<file path="src/rtl/uart_tx_fifo.sv">
// -----------------------------------------------------------------------------
// uart_tx_fifo
//
// UART transmitter (8N1) fed by a small byte FIFO. Bytes written with `start`
// are queued. Whenever the serialiser is idle and the queue is non-empty, the
// head byte is popped on the next rising edge and a frame is sent:
//   - one start bit (0),
//   - eight data bits, LSB first,
//   - one stop bit (1).
// Each bit lasts CLKCOUNTER clock cycles. Back-to-back frames are separated by
// exactly one idle-high cycle, which is the IDLE state in which `done` pulses.
//
// Parameters
//   CLKCOUNTER     clock cycles per serial bit period
//   NBITS_COUNTER  width of the bit-period counter (must hold CLKCOUNTER-1)
//   FIFO_DEPTH     transmit queue entries (power of two, >= 2)
//
// Ports
//   clk       in   system clock, rising edge
//   rst       in   asynchronous active-high reset
//   dataTX    in   byte to enqueue, sampled while start is high
//   start     in   enqueue strobe; one byte per cycle it is high
//   serialTX  out  UART line, idles high
//   busy      out  frame in progress, completion cycle, or bytes queued
//   full      out  queue holds FIFO_DEPTH bytes; writes are dropped
//   done      out  one-cycle pulse in the first IDLE cycle after a stop bit
// -----------------------------------------------------------------------------
module uart_tx_fifo #(
    parameter int CLKCOUNTER    = 10_417,
    parameter int NBITS_COUNTER = 14,
    parameter int FIFO_DEPTH    = 4
) (
    input  logic       clk,
    input  logic       rst,
    input  logic [7:0] dataTX,
    input  logic       start,
    output logic       serialTX,
    output logic       busy,
    output logic       full,
    output logic       done
);

    localparam int PTR_W = $clog2(FIFO_DEPTH);
    localparam int CNT_W = PTR_W + 1;

    localparam logic [NBITS_COUNTER-1:0] BIT_LAST   = NBITS_COUNTER'(CLKCOUNTER - 1);
    localparam logic [CNT_W-1:0]         COUNT_FULL = CNT_W'(FIFO_DEPTH);
    localparam logic [PTR_W-1:0]         PTR_ONE    = PTR_W'(1);
    localparam logic [CNT_W-1:0]         CNT_ONE    = CNT_W'(1);

    typedef enum logic [1:0] {
        IDLE,
        START,
        DATA,
        STOP
    } state_t;

    // -------------------------------------------------------------------------
    // Transmit queue
    // -------------------------------------------------------------------------
    logic [7:0]       r_mem [FIFO_DEPTH];
    logic [PTR_W-1:0] r_wr_ptr;
    logic [PTR_W-1:0] r_rd_ptr;
    logic [CNT_W-1:0] r_count;

    // -------------------------------------------------------------------------
    // Serialiser
    // -------------------------------------------------------------------------
    state_t                   r_state;
    logic [NBITS_COUNTER-1:0] r_bit_cnt;
    logic [2:0]               r_bit_idx;
    logic [7:0]               r_shift;
    logic                     r_serial;
    logic                     r_done;

    logic w_fifo_empty;
    logic w_push;
    logic w_pop;
    logic w_bit_end;

    assign w_fifo_empty = (r_count == '0);
    assign full         = (r_count == COUNT_FULL);

    // A write while full is dropped even if a pop happens on the same edge;
    // the decision is made from the registered count only.
    assign w_push    = start && !full;
    assign w_pop     = (r_state == IDLE) && !w_fifo_empty;
    assign w_bit_end = (r_bit_cnt == BIT_LAST);

    // -------------------------------------------------------------------------
    // Queue storage
    // -------------------------------------------------------------------------
    // NOTE: the storage array is deliberately left out of reset; emptiness is
    // tracked by r_count, so stale entries are never read and the array can map
    // onto plain RAM/LUT-RAM without a reset network.
    always_ff @(posedge clk) begin
        if (w_push) begin
            r_mem[r_wr_ptr] <= dataTX;
        end
    end

    // -------------------------------------------------------------------------
    // Queue pointers and occupancy
    // -------------------------------------------------------------------------
    // NOTE: every clocked block uses non-blocking assignments so all registers
    // update from the same pre-edge values, independent of statement order.
    always_ff @(posedge clk or posedge rst) begin
        if (rst) begin
            r_wr_ptr <= '0;
            r_rd_ptr <= '0;
            r_count  <= '0;
        end else begin
            if (w_push) begin
                r_wr_ptr <= r_wr_ptr + PTR_ONE;
            end
            if (w_pop) begin
                r_rd_ptr <= r_rd_ptr + PTR_ONE;
            end
            // Simultaneous push and pop leaves the occupancy unchanged.
            case ({w_push, w_pop})
                2'b10:   r_count <= r_count + CNT_ONE;
                2'b01:   r_count <= r_count - CNT_ONE;
                default: r_count <= r_count;
            endcase
        end
    end

    // -------------------------------------------------------------------------
    // Frame FSM
    //
    // The bit counter restarts on every bit boundary and on every state entry,
    // so each bit (start, data, stop) lasts exactly CLKCOUNTER cycles. The byte
    // is copied into r_shift at the pop edge, so later changes on dataTX or in
    // the queue cannot disturb the frame in flight.
    // -------------------------------------------------------------------------
    always_ff @(posedge clk or posedge rst) begin
        if (rst) begin
            r_state   <= IDLE;
            r_bit_cnt <= '0;
            r_bit_idx <= '0;
            r_shift   <= '0;
            r_serial  <= 1'b1;
            r_done    <= 1'b0;
        end else begin
            // done is a single-cycle pulse; only the STOP exit raises it.
            r_done <= 1'b0;

            case (r_state)
                IDLE: begin
                    r_bit_cnt <= '0;
                    r_bit_idx <= '0;
                    r_serial  <= 1'b1;
                    if (w_pop) begin
                        r_shift  <= r_mem[r_rd_ptr];
                        r_serial <= 1'b0;
                        r_state  <= START;
                    end
                end

                START: begin
                    if (w_bit_end) begin
                        r_bit_cnt <= '0;
                        r_bit_idx <= '0;
                        r_serial  <= r_shift[0];
                        r_shift   <= {1'b0, r_shift[7:1]};
                        r_state   <= DATA;
                    end else begin
                        r_bit_cnt <= r_bit_cnt + 1'b1;
                    end
                end

                DATA: begin
                    if (w_bit_end) begin
                        r_bit_cnt <= '0;
                        if (r_bit_idx == 3'd7) begin
                            r_serial <= 1'b1;
                            r_state  <= STOP;
                        end else begin
                            r_bit_idx <= r_bit_idx + 3'd1;
                            r_serial  <= r_shift[0];
                            r_shift   <= {1'b0, r_shift[7:1]};
                        end
                    end else begin
                        r_bit_cnt <= r_bit_cnt + 1'b1;
                    end
                end

                STOP: begin
                    if (w_bit_end) begin
                        r_bit_cnt <= '0;
                        r_done    <= 1'b1;
                        r_state   <= IDLE;
                    end else begin
                        r_bit_cnt <= r_bit_cnt + 1'b1;
                    end
                end

                default: begin
                    r_state  <= IDLE;
                    r_serial <= 1'b1;
                end
            endcase
        end
    end

    // -------------------------------------------------------------------------
    // Outputs: all taken from registered state, nothing combinational from
    // start/dataTX reaches a port. The completion cycle still counts as busy,
    // so busy drops the cycle after the final done pulse.
    // -------------------------------------------------------------------------
    assign serialTX = r_serial;
    assign done     = r_done;
    assign busy     = (r_state != IDLE) || !w_fifo_empty || r_done;

endmodule

</file>
<file path="config.mk">
export PLATFORM = sky130hd
export DESIGN_NAME = uart_tx_fifo
export DESIGN_NICKNAME = d
export VERILOG_FILES = /design/src/rtl/uart_tx_fifo.sv
export SDC_FILE = /design/constraint.sdc
export NUM_CORES = 1
export LEC_CHECK = 0
export ABC_AREA = 1
export CORE_UTILIZATION = 30
export DETAILED_ROUTE_END_ITERATION = 7
export HOLD_SLACK_MARGIN = 0.08
export PLACE_DENSITY_LB_ADDON = 0.08
export SYNTH_ARGS = -nofsm -noshare
export SYNTH_HDL_FRONTEND = slang
export SYNTH_SLANG_ARGS = --single-unit
</file>
<file path="constraint.sdc">
create_clock -name clk -period 1.75 [get_ports clk]
set_input_delay 0.175 -clock clk [delete_from_list [all_inputs] [get_ports clk]]
set_output_delay 0.175 -clock clk [all_outputs]
set_load 0.01 [all_outputs]
</file>
==> impl_metrics.tcl, run 1 <==
set metrics [dict create \
    postSynthCellCount 348 \
    ant_nets 0 \
    dp_cells 517 \
    gp_congestion 0.7129 \
    wl_um 6772 \
    setup.worst_path.start_class "flop" \
    synthTopCellsByArea "edfxtp_1, dfrtp_1, nand2_1" \
    end_kind "flop" \
    synth_edf_count 32 \
    setup_ws_ps 42.34 \
    synth_warnings 0 \
    grt_pass1_vias 2337 \
    synthFlopType "dfrtp_1" \
    maxCapViolCount 0 \
    grt.overflow.total 0 \
    vias 2327 \
    status "complete, no violations" \
    worst_pin_slew_ps 383.7 \
    power_leakage_nw 1.747 \
    drtIter0Drc 90 \
    clock_latency_ps 340 \
    worstPathRequired_ps 1970 \
    critPathArrivalTime_ps 1930 \
    max_freq_mhz 585.6 \
    clockBufferDepth 2 \
    grt_pass1_wl_um 11740 \
    drc_errors 0 \
    numClockSinks 68 \
    power_mw 3.788 \
    cts_hold_buf 0 \
    final-setup-viol-count 0 \
    first_pass_iters 4 \
    antenna_cells 0 \
    grtUsageTotal_pct 13.65 \
    path_max_fanout 3 \
    ys_types 33 \
    syn_avg_cell_area_um2 9.434 \
    fin_crit_sh_pct 97.58 \
    syn-num-nets 374 \
    ios 15 \
    grt_max_degree 37 \
    core_area_mm2 0.01046 \
    viasPerCell 4.358 \
    dpl.hpwl_um 4680 \
    cts-buffers-inserted 9 \
    worstSetupPathType "flop to flop" \
    relSlewSlack_pct 74.42 \
    drive_above_1_share_pct 20.10 \
    rsz0062_at_grt "true" \
    instances_no_fill 534 \
    dieArea_mm2 0.01137 \
    hp-class "input pin to asynchronous set/reset pin" \
    max-vdd-ir-drop_uv 587.3 \
    final-hold-violation-count 0 \
    cts_tree "yes" \
    synth_seq_area_share_pct 56.75 \
    preCtsSetupSlack_ps -74.22 \
    floorplan.die.width_um 106.6 \
    final_cell_mix "nand2_1, dfrtp_1, nand3_1, edfxtp_1, nor2_1" \
    start_util_pct 31.38 \
    yosysTopAreaCellShare_pct 29.27 \
    r2r_cells 10 \
    die_h_um 106.6 \
    p_per_area_mw_per_mm2 945.4 \
    multiInputGateArea_mm2 0.001306 \
    synth_largest_area_cell "edfxtp_1" \
    fillers 1099 \
    num_rows 37 \
    min_period_ps 1708 \
    portBuffers 14 \
    async_flop_share_pct 52.94 \
    postLayoutCoreUtil_pct 38.29 \
    clock_skew_ps 13.56 \
    htree_levels 3 \
    antenna_found_initial 0 \
    syn2layout_area_growth_pct 22.03 \
    final_max_slew_viol_count 0 \
    drt-wirelength-per-cell_um 12.68 \
    seqCellArea_mm2 0.001863 \
    fin_nets 419 \
    synth_area_mm2 0.003283 \
    fin_hold_ws_ps 189.0 \
    clockRootBuffer "clkbuf_8" \
    clkTransAtPathRegs_ps 80 \
    layout.cells.most_common "nand2_1" \
    synth_seq_cells 68 \
]
==> flip-flops by register name, indices dropped and copies added, names as in the netlist <==
register,cells
r_mem,32
r_bit_cnt,14
r_shift,8
r_bit_idx,3
r_count,3
r_rd_ptr,2
r_state,2
r_wr_ptr,2
done,1
serialTX,1
==> layout make-up <==
cell class / instances / area share [%]
clock buffers: 14 / 4.060
repair buffers: 41 / 8.713
flip-flops and latches: 68 / 46.50
inverters: 38 / 3.560
clock inverters: 2 / 0.3123
well taps: 136 / 4.247
multi-input cells: 235 / 32.60
==> layer usage <==
metal / vias to the layer above / part of all wire (%) / GRT usage, %
li1: 1223 / - / -
met1: 1075 / 50 / 18.28
met2: 23 / 46 / 21.34
met3: 6 / 3.1 / 3.769
met4: 0 / 1.2 / 4.403
met5: - / 0 / 0
==> critical path: stages, from the launching register on <==
cell and delay, ps:
dfrtp_1 390, inv_2 80, ha_4 140, nand2_2 60, inv_2 80, ha_4 130
inv_2 30, fa_2 340, a21oi_2 110, o21ai_1 80, xor2_1 140
==> cell families (layout without fill, tap and decap cells) <==
| logic type | Yosys count | count (layout) | share of synthesized area, % |
|---|---|---|---|
| adder cells (fa/ha/maj) | 15 | 15 | 5.945 |
| buffers and inverters | 45 | 95 | 5.678 |
| flip-flops | 68 | 68 | 56.75 |
| AND/OR/NAND/NOR | 192 | 192 | 26.22 |
| AO/OA/AOI/OAI | 20 | 20 | 3.278 |
| XOR/XNOR | 8 | 8 | 2.134 |
==> stage by stage <==
stage                     cell area (µm²)  setup TNS (ps)
final                                4006               0
after global routing                 4006          -90.00
after CTS                            3979          -22.04
after detailed placement             3804          -74.22
after global placement               3804          -41.54
after floorplan                      3329          -87.09
==> power by group <==
group | switching [mW] | internal (mW)
logic | 0.350 | 0.277
registers | 0.0830 | 1.90
clock network | 0.589 | 0.592
total | 1.02 | 2.77
==> final timing paths <==
| kind | from | endpoint | slack [ps] |
|---|---|---|---|
| min in group clk | r_bit_cnt[0] | r_bit_cnt[0] | 460 |
| setup reg to reg | r_state[0] | r_count[2] | 40 |
| hold / removal | rst | done | 190 |
| max in group asynchronous | rst | serialTX | 1310 |
| setup / recovery | r_state[0] | r_count[2] | 40 |
| hold reg to reg | r_bit_cnt[0] | r_bit_cnt[0] | 460 |
==> synth_stat cells (2+ instances only) <==
cell type	n
nand2_1	98
dfrtp_1	35
edfxtp_1	32
nand3_1	32
nor2_1	29
inv_1	28
ha_1	14
nand4_1	10
inv_2	9
o21ai_1	8
nor3_1	7
a21oi_1	6
xor2_1	6
buf_2	5
nand2_2	5
o21ai_0	3
nand3_2	2
nor2_2	2
or2_2	2
xnor2_1	2
==> timing repair <==
item	4_1_cts	5_1_grt
pin swaps	2	3
setup endpoints to repair	3	11
buffers inserted	0	1
gates resized for setup	9	4
No activity file was read; power rests on OpenSTA's default activity.
==> inputs of run 2 (changes only) <==
--- a/config.mk
+++ b/config.mk
@@ -10,6 +10,7 @@
 export DETAILED_ROUTE_END_ITERATION = 7
 export HOLD_SLACK_MARGIN = 0.08
 export PLACE_DENSITY_LB_ADDON = 0.08
+export SETUP_SLACK_MARGIN = 0.5
 export SYNTH_ARGS = -nofsm -noshare
 export SYNTH_HDL_FRONTEND = slang
 export SYNTH_SLANG_ARGS = --single-unit
==> run 2 against run 1 <==
  * Global-route usage is 0.93 points higher
  * Sequential share of layout area fell by 6.4 points
  * Design area grew 16%
  * Critical path depth did not move
  * Via count rose by 7.9%
  * Combinational power grew 29%
  * Routed wire length grew 11%
  * First-iteration DRC count down 5.6%
  * Critical endpoint unchanged
==> impl_metrics.tcl, run 2 (synthesized netlist as in run 1, its figures left out) <==
set metrics [dict create \
    status "complete, no violations" \
    power_leakage_nw 1.987 \
    drc_errors 0 \
    power_mw 4.137 \
    fin_hold_ws_ps 109.4 \
    final-hold-violation-count 0 \
    grt_pass1_wl_um 12340 \
    r2r_setup_slack_ps 8 \
    worstSetupPathType "flop to flop" \
    floorplan.die.width_um 106.6 \
    worst_pin_slew_ps 431.4 \
    max-vdd-ir-drop_uv 413.8 \
    core_area_mm2 0.01046 \
    top_regs "r_mem: 32 flops, r_bit_cnt: 14 flops, r_shift: 8 flops" \
    relSlewSlack_pct 71.02 \
    dieArea_mm2 0.01137 \
    cp-startpoint "r_state[0]" \
    min_period_ps 1742 \
    setup_ws_ps 7.982 \
    cts-buffers-inserted 9 \
    die_h_um 106.6 \
    dp_cells 513 \
    instances_no_fill 560 \
    grt.overflow.total 0 \
    antenna_found_initial 0 \
    numClockSinks 68 \
    path_max_fanout 3 \
    fin_crit_sh_pct 99.54 \
    start_util_pct 31.38 \
    clock_latency_ps 350 \
    final_cell_mix "nand2_1, dfrtp_1, edfxtp_1" \
    preCtsSetupSlack_ps -66.91 \
    end_kind "flop" \
    ios 15 \
    drt-wirelength-per-cell_um 13.43 \
    setup.worst_path.start_class "flop" \
    num_rows 37 \
    reg2reg_from "r_state[0]" \
    drive_above_1_share_pct 38.92 \
    cts_tree "yes" \
    portBuffers 14 \
    postLayoutCoreUtil_pct 44.38 \
    wl_um 7521 \
    hp-class "input pin to asynchronous set/reset pin" \
    vias 2510 \
    viasPerCell 4.482 \
    ant_nets 0 \
    largest_reg_flops 32 \
    syn2layout_area_growth_pct 41.43 \
    clockBufferDepth 2 \
    cts_hold_buf 0 \
    p_per_area_mw_per_mm2 890.9 \
    largest-register "r_mem" \
    fin_nets 445 \
    dpl.hpwl_um 4671 \
    clkTransAtPathRegs_ps 90 \
    worstPathRequired_ps 1970 \
    antenna_cells 0 \
    drtIter0Drc 85 \
    clockRootBuffer "clkbuf_8" \
    final-setup-viol-count 0 \
    rsz0062_at_grt "true" \
    htree_levels 3 \
    maxCapViolCount 0 \
    final_max_slew_viol_count 0 \
    grtUsageTotal_pct 14.58 \
    grt_pass1_vias 2389 \
    layout.cells.most_common "nand2_1" \
    critPathArrivalTime_ps 1960 \
    clock_skew_ps 13.35 \
    grt_max_degree 29 \
    gp_congestion 0.7297 \
    max_freq_mhz 574.0 \
    first_pass_iters 4 \
]
## run 2: metrics by stage
step	instance area [µm²]	TNS [ps]
after floorplan	3413	-86.34
after global placement	3845	-42.38
after detailed placement	3845	-66.91
after CTS	4360	0
after global routing	4643	-107.3
final	4643	0
## run 2: worst max-delay path: stages (launching register included)
cell,delay [ps]
dfrtp_1,400
inv_2,90
ha_4,150
nand2_2,50
inv_2,70
ha_4,120
inv_2,40
fa_2,340
a21oi_2,140
o21ai_1,80
xor2_1,140
## run 2: report_power, final
group | switching [mW] | internal (mW) | leakage, nW | total (mW)
combinational | 0.413 | 0.395 | 1.15 | 0.808
clock | 0.672 | 0.678 | 0.0973 | 1.35
sequential | 0.0836 | 1.89 | 0.740 | 1.98
total | 1.17 | 2.97 | 1.99 | 4.14
## run 2: area by class of cell
cell class / instances / area (µm²)
fillers: 1038 / 5819
flip-flops and latches: 68 / 1864
multi-input cells: 237 / 1612
repair buffers: 65 / 635.6
well taps: 136 / 170.2
inverters: 38 / 157.7
clock buffers: 9 / 123.9
clock inverters: 7 / 80.08
## run 2: worst paths after layout
| check | end | cells after the start |
|---|---|---|
| hold / removal | r_bit_idx[0] | 2 |
| setup reg to reg | r_count[2] | 10 |
| setup / recovery | r_count[2] | 10 |
| max in group asynchronous | r_bit_cnt[2] | 3 |
| hold reg to reg | serialTX | 2 |
| min in group clk | serialTX | 2 |
## run 2: per-layer routing
metal,track usage [%],part of all wire (%)
met1,19.10,46
met2,23.41,50
met3,4.255,2.7
met4,4.110,0.97
met5,0,0
## run 2: what timing repair did
action	4_1_cts	5_1_grt
gates cloned	3	0
resized for setup	52	53
pin swaps	34	36
setup endpoints to repair	64	64
buffers inserted	14	14
==> inputs of run 3 (changes only) <==
--- a/config.mk
+++ b/config.mk
@@ -8,6 +8,7 @@
 export ABC_AREA = 1
 export CORE_UTILIZATION = 30
 export DETAILED_ROUTE_END_ITERATION = 7
+export GPL_ROUTABILITY_DRIVEN = 0
 export HOLD_SLACK_MARGIN = 0.08
 export PLACE_DENSITY_LB_ADDON = 0.08
 export SETUP_SLACK_MARGIN = 0.5
==> results of run 3 <==
Final layout, timing and power as in run 2 (identical DEF).
==> patch 1, RTL diff (config.mk and constraints of run 1) <==
Re-encode `state_t` (4 states) as one-hot, 4 bits wide.
--- a/src/rtl/uart_tx_fifo.sv
+++ b/src/rtl/uart_tx_fifo.sv
@@ -48,11 +48,11 @@
     localparam logic [PTR_W-1:0]         PTR_ONE    = PTR_W'(1);
     localparam logic [CNT_W-1:0]         CNT_ONE    = CNT_W'(1);
 
-    typedef enum logic [1:0] {
-        IDLE,
-        START,
-        DATA,
-        STOP
+    typedef enum logic [3:0] {
+        IDLE  = 4'b0001,
+        START = 4'b0010,
+        DATA  = 4'b0100,
+        STOP  = 4'b1000
     } state_t;
 
     // -------------------------------------------------------------------------
Check against the original RTL: same outputs for any inputs over 10 cycles, from zero or initial values and one cycle with rst high; not proved beyond that.
==> patch 1 against run 1 <==
  * The run now ends with setup timing left
  * Count of clock-buffer cells in the layout decreased by 4
  * Sequential cell count increased by 2
  * Global-route usage increased by 0.46 points
  * Cell area increased by 10%
  * Synthesized area increased by 6.2%
  * Critical path depth increased by 2
  * Setup slack got worse by 0.18 ns
  * Total power increased by 15%
  * Routed wire length increased by 11%
  * Critical path type unchanged
  * Largest power group unchanged
==> patch 1: results (changes against run 1) <==
The non-clock buffer count in the final layout is 55 (was 41). The area fraction of clock buffers and clock inverters came out at 6.25% (was 4.37%). The checks that failed: setup timing. The part of the total power dissipated in sequential elements came out at 45.8% (was 52.3%). The global-route wire length before repair was 12.7 mm (was 11.7 mm). The post-route non-filler standard cell count came to 576 (was 534). The root buffer selected by CTS was sky130_fd_sc_hd__clkbuf_16 (was sky130_fd_sc_hd__clkbuf_8).

The ratio of cells with drive above 1 in the final layout came out at 24.1% (was 20.1%). Status: finished with violations (was finished clean). The wire length on met2 is 3.62 mm (was 3.12 mm). The layout filler cell count came out at 1,089 (was 1,099). The number of nets in the finished design is 452 (was 419). The number of clock-tree buffers in the layout was 10 (was 14). The total half-perimeter wirelength after legalization and detailed placement was 5.03 mm (was 4.68 mm).

The final sequential cell count came out at 70 (was 68). The wire length the detailed router placed on met1 was 3.62 mm (was 3.36 mm). The placer congestion estimate is 0.788 (was 0.713). The count of instances resized after the clock tree is built is 12 (was 9). The number of cells in the design after placement came out at 552 (was 517). The leakage power came out at 0.00193 uW (was 0.00175 uW). The delay of the slowest critical-path stage is 0.53 ns (was 0.39 ns).

The ratio of total power to cell area was 987 mW/mm2 (was 945 mW/mm2). The number of DRC markers after the initial detailed-route iteration was 91 (was 90). The met3 routed wirelength came out at 203 um (was 210 um). The global-route met1 utilization is 18.1% (was 18.3%). The cell area after placement is 0.00401 mm2 (was 0.00380 mm2). Commonest cells post-synth: sky130_fd_sc_hd__nand2_1 (102), sky130_fd_sc_hd__dfrtp_1 (36), sky130_fd_sc_hd__inv_1 (33), sky130_fd_sc_hd__edfxtp_1 (32) (was sky130_fd_sc_hd__nand2_1 (98), sky130_fd_sc_hd__dfrtp_1 (35), sky130_fd_sc_hd__edfxtp_1 (32), sky130_fd_sc_hd__nand3_1 (32), sky130_fd_sc_hd__nor2_1 (29)). The worst hold slack is 0.200 ns (was 0.189 ns). The met3 routing resource usage after global routing came to 3.73% (was 3.77%).

The mean area per synthesized cell was 9.32 um2 (was 9.43 um2). The sequential-to-total area share from yosys stat is 54.9% (was 56.7%). The vias after detailed routing is 2,609 (was 2,327). The setup-violating endpoint count in the final report came to 15 (was 0). Largest cells by area after synthesis: sky130_fd_sc_hd__edfxtp_1 (28%), sky130_fd_sc_hd__dfrtp_1 (26%), sky130_fd_sc_hd__nand2_1 (11%) (was sky130_fd_sc_hd__edfxtp_1 (29%), sky130_fd_sc_hd__dfrtp_1 (27%), sky130_fd_sc_hd__nand2_1 (11%)). The xor-xnor portion of the synthesized cell area is 3.02% (was 2.13%). The worst-margin pin slew is 0.296 ns (was 0.384 ns). The setup slack after layout came to -0.140 ns (was 0.0423 ns). The share of synthesized flip-flops with an asynchronous set or reset came to 54.3% (was 52.9%). The peak supply drop is 0.548 mV (was 0.587 mV).
-- patch 1: cell types whose count changed after synthesis, sizes merged, moves of 5 or more --
cell	run 1	this run
o21ai	11	23
nor2	32	37
ha	14	9
o22ai	0	6
nand2	103	109
nor3	9	3
-- patch 1: how the worst min path moves through the flow --
stage | start | end | depth (start not counted)
detailed placement | r_shift[5]$_DFFE_PP0P_ | r_shift[5]$_DFFE_PP0P_ | 2
global route | rst | r_wr_ptr[0]$_DFFE_PP0P_ | 3
global placement | r_shift[1]$_DFFE_PP0P_ | r_shift[1]$_DFFE_PP0P_ | 2
finish | rst | r_wr_ptr[0]$_DFFE_PP0P_ | 3
floorplan | dataTX[0] | r_mem[0][0]$_DFFE_PP_ | 0
CTS | rst | r_wr_ptr[0]$_DFFE_PP0P_ | 3
-- patch 1: kinds of logic after synthesis --
group / after synthesis
AOI/OAI and AO/OA: 37
xor gates and xnor gates: 12
buffers and inverters: 48
DFF: 70
and+or+nand+nor: 197
adders and majority gates: 10
==> patch 2, RTL diff (settings of run 1) <==
Made on the original files. `FIFO_DEPTH`: 4 -> 8.
--- a/src/rtl/uart_tx_fifo.sv
+++ b/src/rtl/uart_tx_fifo.sv
@@ -28,7 +28,7 @@
 module uart_tx_fifo #(
     parameter int CLKCOUNTER    = 10_417,
     parameter int NBITS_COUNTER = 14,
-    parameter int FIFO_DEPTH    = 4
+    parameter int FIFO_DEPTH    = 8
 ) (
     input  logic       clk,
     input  logic       rst,
Function: changed (Yosys sat finds a counterexample within 10 cycles, from zero or initial values and one cycle with rst high).
==> patch 2 against run 1 <==
  * The flow now finishes with violations (setup timing)
  * Sequential cell count up 35
  * Worst hold slack lost 0.095 ns
  * Setup slack got worse by 0.054 ns
  * Critical path depth rose by 1
  * Non-clock buffer count up 21
  * Cell area up 48%
  * Final cell count up 44%
  * Sequential share of layout area rose by 2.3 points
  * Die area is 45% higher
  * Critical endpoint unchanged
  * Critical path type unchanged
  * Total power is 59% higher
  * Routed wire length is 59% higher
  * Synthesized area is 45% higher
==> patch 2: results (changes against run 1) <==
The clock latency on the worst-skew pair is 0.36 ns (was 0.34 ns). The met3 routed wirelength is 288 um (was 210 um). The global router's overall resource usage is 14.5% (was 13.6%).

The number of nets in the finished design came to 576 (was 419). The share of the synthesized area in compound gates (AO/OA/AOI/OAI) came out at 2.54% (was 3.28%). The final reports fail on setup timing. The number of enable flip-flop cells after synthesis is 64 (was 32). The total half-perimeter wirelength after legalization and detailed placement was 7.41 mm (was 4.68 mm). The worst hold slack is 0.0939 ns (was 0.189 ns).

The wire length on met2 is 5.29 mm (was 3.12 mm). The post-route setup TNS came out at -0.0112 ns (was 0 ns). The global-route met1 utilization is 18.0% (was 18.3%). Commonest cells post-synth: sky130_fd_sc_hd__nand2_1 (167), sky130_fd_sc_hd__edfxtp_1 (64), sky130_fd_sc_hd__nand3_1 (55), sky130_fd_sc_hd__nor2_1 (40), sky130_fd_sc_hd__dfrtp_1 (38) (was sky130_fd_sc_hd__nand2_1 (98), sky130_fd_sc_hd__dfrtp_1 (35), sky130_fd_sc_hd__edfxtp_1 (32), sky130_fd_sc_hd__nand3_1 (32), sky130_fd_sc_hd__nor2_1 (29)).

The post-detailed-route via-to-cell ratio was 4.44 (was 4.36). Largest cells by area after synthesis: sky130_fd_sc_hd__edfxtp_1 (40%), sky130_fd_sc_hd__dfrtp_1 (20%), sky130_fd_sc_hd__nand2_1 (13%) (was sky130_fd_sc_hd__edfxtp_1 (29%), sky130_fd_sc_hd__dfrtp_1 (27%), sky130_fd_sc_hd__nand2_1 (11%)). The arrival time of data at the critical path endpoint came to 2.01 ns (was 1.93 ns). The ratio of cells with drive above 1 in the final layout is 18.3% (was 20.1%).

The xor-xnor portion of the synthesized cell area came out at 2.57% (was 2.13%). Status: finished with violations (was finished clean). The via count of the first global-routing pass came out at 3,488 (was 2,337). The cell area after placement came out at 0.00548 mm2 (was 0.00380 mm2). The root buffer selected by CTS was sky130_fd_sc_hd__clkbuf_16 (was sky130_fd_sc_hd__clkbuf_8). The sequential-to-total area share from yosys stat came out at 60.7% (was 56.7%). The unique cell type count in the Yosys netlist was 29 (was 33). The count of buffers added by post-CTS timing repair for setup is 7 (was 0). The flip-flop cell with the highest count after synthesis is sky130_fd_sc_hd__edfxtp_1 (was sky130_fd_sc_hd__dfrtp_1). The setup slack after layout came out at -0.0112 ns (was 0.0423 ns). The setup-violating endpoint count in the final report is 1 (was 0). The routed wire length is 10.7 mm (was 6.77 mm).

The minimum setup slack after placement was -0.0745 ns (was -0.0742 ns). The worst-margin pin slew came out at 0.405 ns (was 0.384 ns). The mean area per synthesized cell came out at 9.70 um2 (was 9.43 um2). The maximum number of pins on one net before global-route repair came out at 34 (was 37).
[patch 2: changes by cell type in the layout (fill, tap and decap cells not counted), moves of 6 or more]
cell,change
sky130_fd_sc_hd__inv_2,-8
sky130_fd_sc_hd__nand2_1,+69
sky130_fd_sc_hd__clkbuf_8,-11
sky130_fd_sc_hd__nor2_1,+10
sky130_fd_sc_hd__clkbuf_16,+9
sky130_fd_sc_hd__o21ai_0,+9
sky130_fd_sc_hd__edfxtp_1,+32
sky130_fd_sc_hd__buf_4,+18
sky130_fd_sc_hd__nand3_1,+22
sky130_fd_sc_hd__o21ai_1,-6
[patch 2: area by class of cell]
class / instances / area (um2)
fillers: 1525 / 9430
clock buffers: 9 / 225
flip-flops and latches: 103 / 2900
inverters: 35 / 131
repair buffers: 62 / 527
multi-input cells: 340 / 1830
clock inverters: 7 / 66.3
well taps: 211 / 264
[patch 2: cell families after synthesis]
logic type,Yosys count
AO/OA/AOI/OAI,22
flip-flops,103
buffers and inverters,49
AND/OR/NAND/NOR,290
adder cells (fa/ha/maj),14
XOR/XNOR,14
[patch 2: worst max path at each step]
| stage | end | start | cells past startpoint |
|---|---|---|---|
| 4_1_cts | busy | r_count[1]$_DFFE_PP0P_ | 5 |
| 3_5_place_dp | r_count[2]$_DFFE_PP0P_ | r_count[0]$_DFFE_PP0P_ | 9 |
| 6_report | r_count[2]$_DFFE_PP0P_ | r_state[0]$_DFFE_PP0P_ | 11 |
| 3_3_place_gp | busy | r_state[0]$_DFFE_PP0P_ | 5 |
| 2_1_floorplan | r_count[2]$_DFFE_PP0P_ | r_count[1]$_DFFE_PP0P_ | 10 |
| 5_1_grt | r_count[3]$_DFFE_PP0P_ | r_count[0]$_DFFE_PP0P_ | 10 |
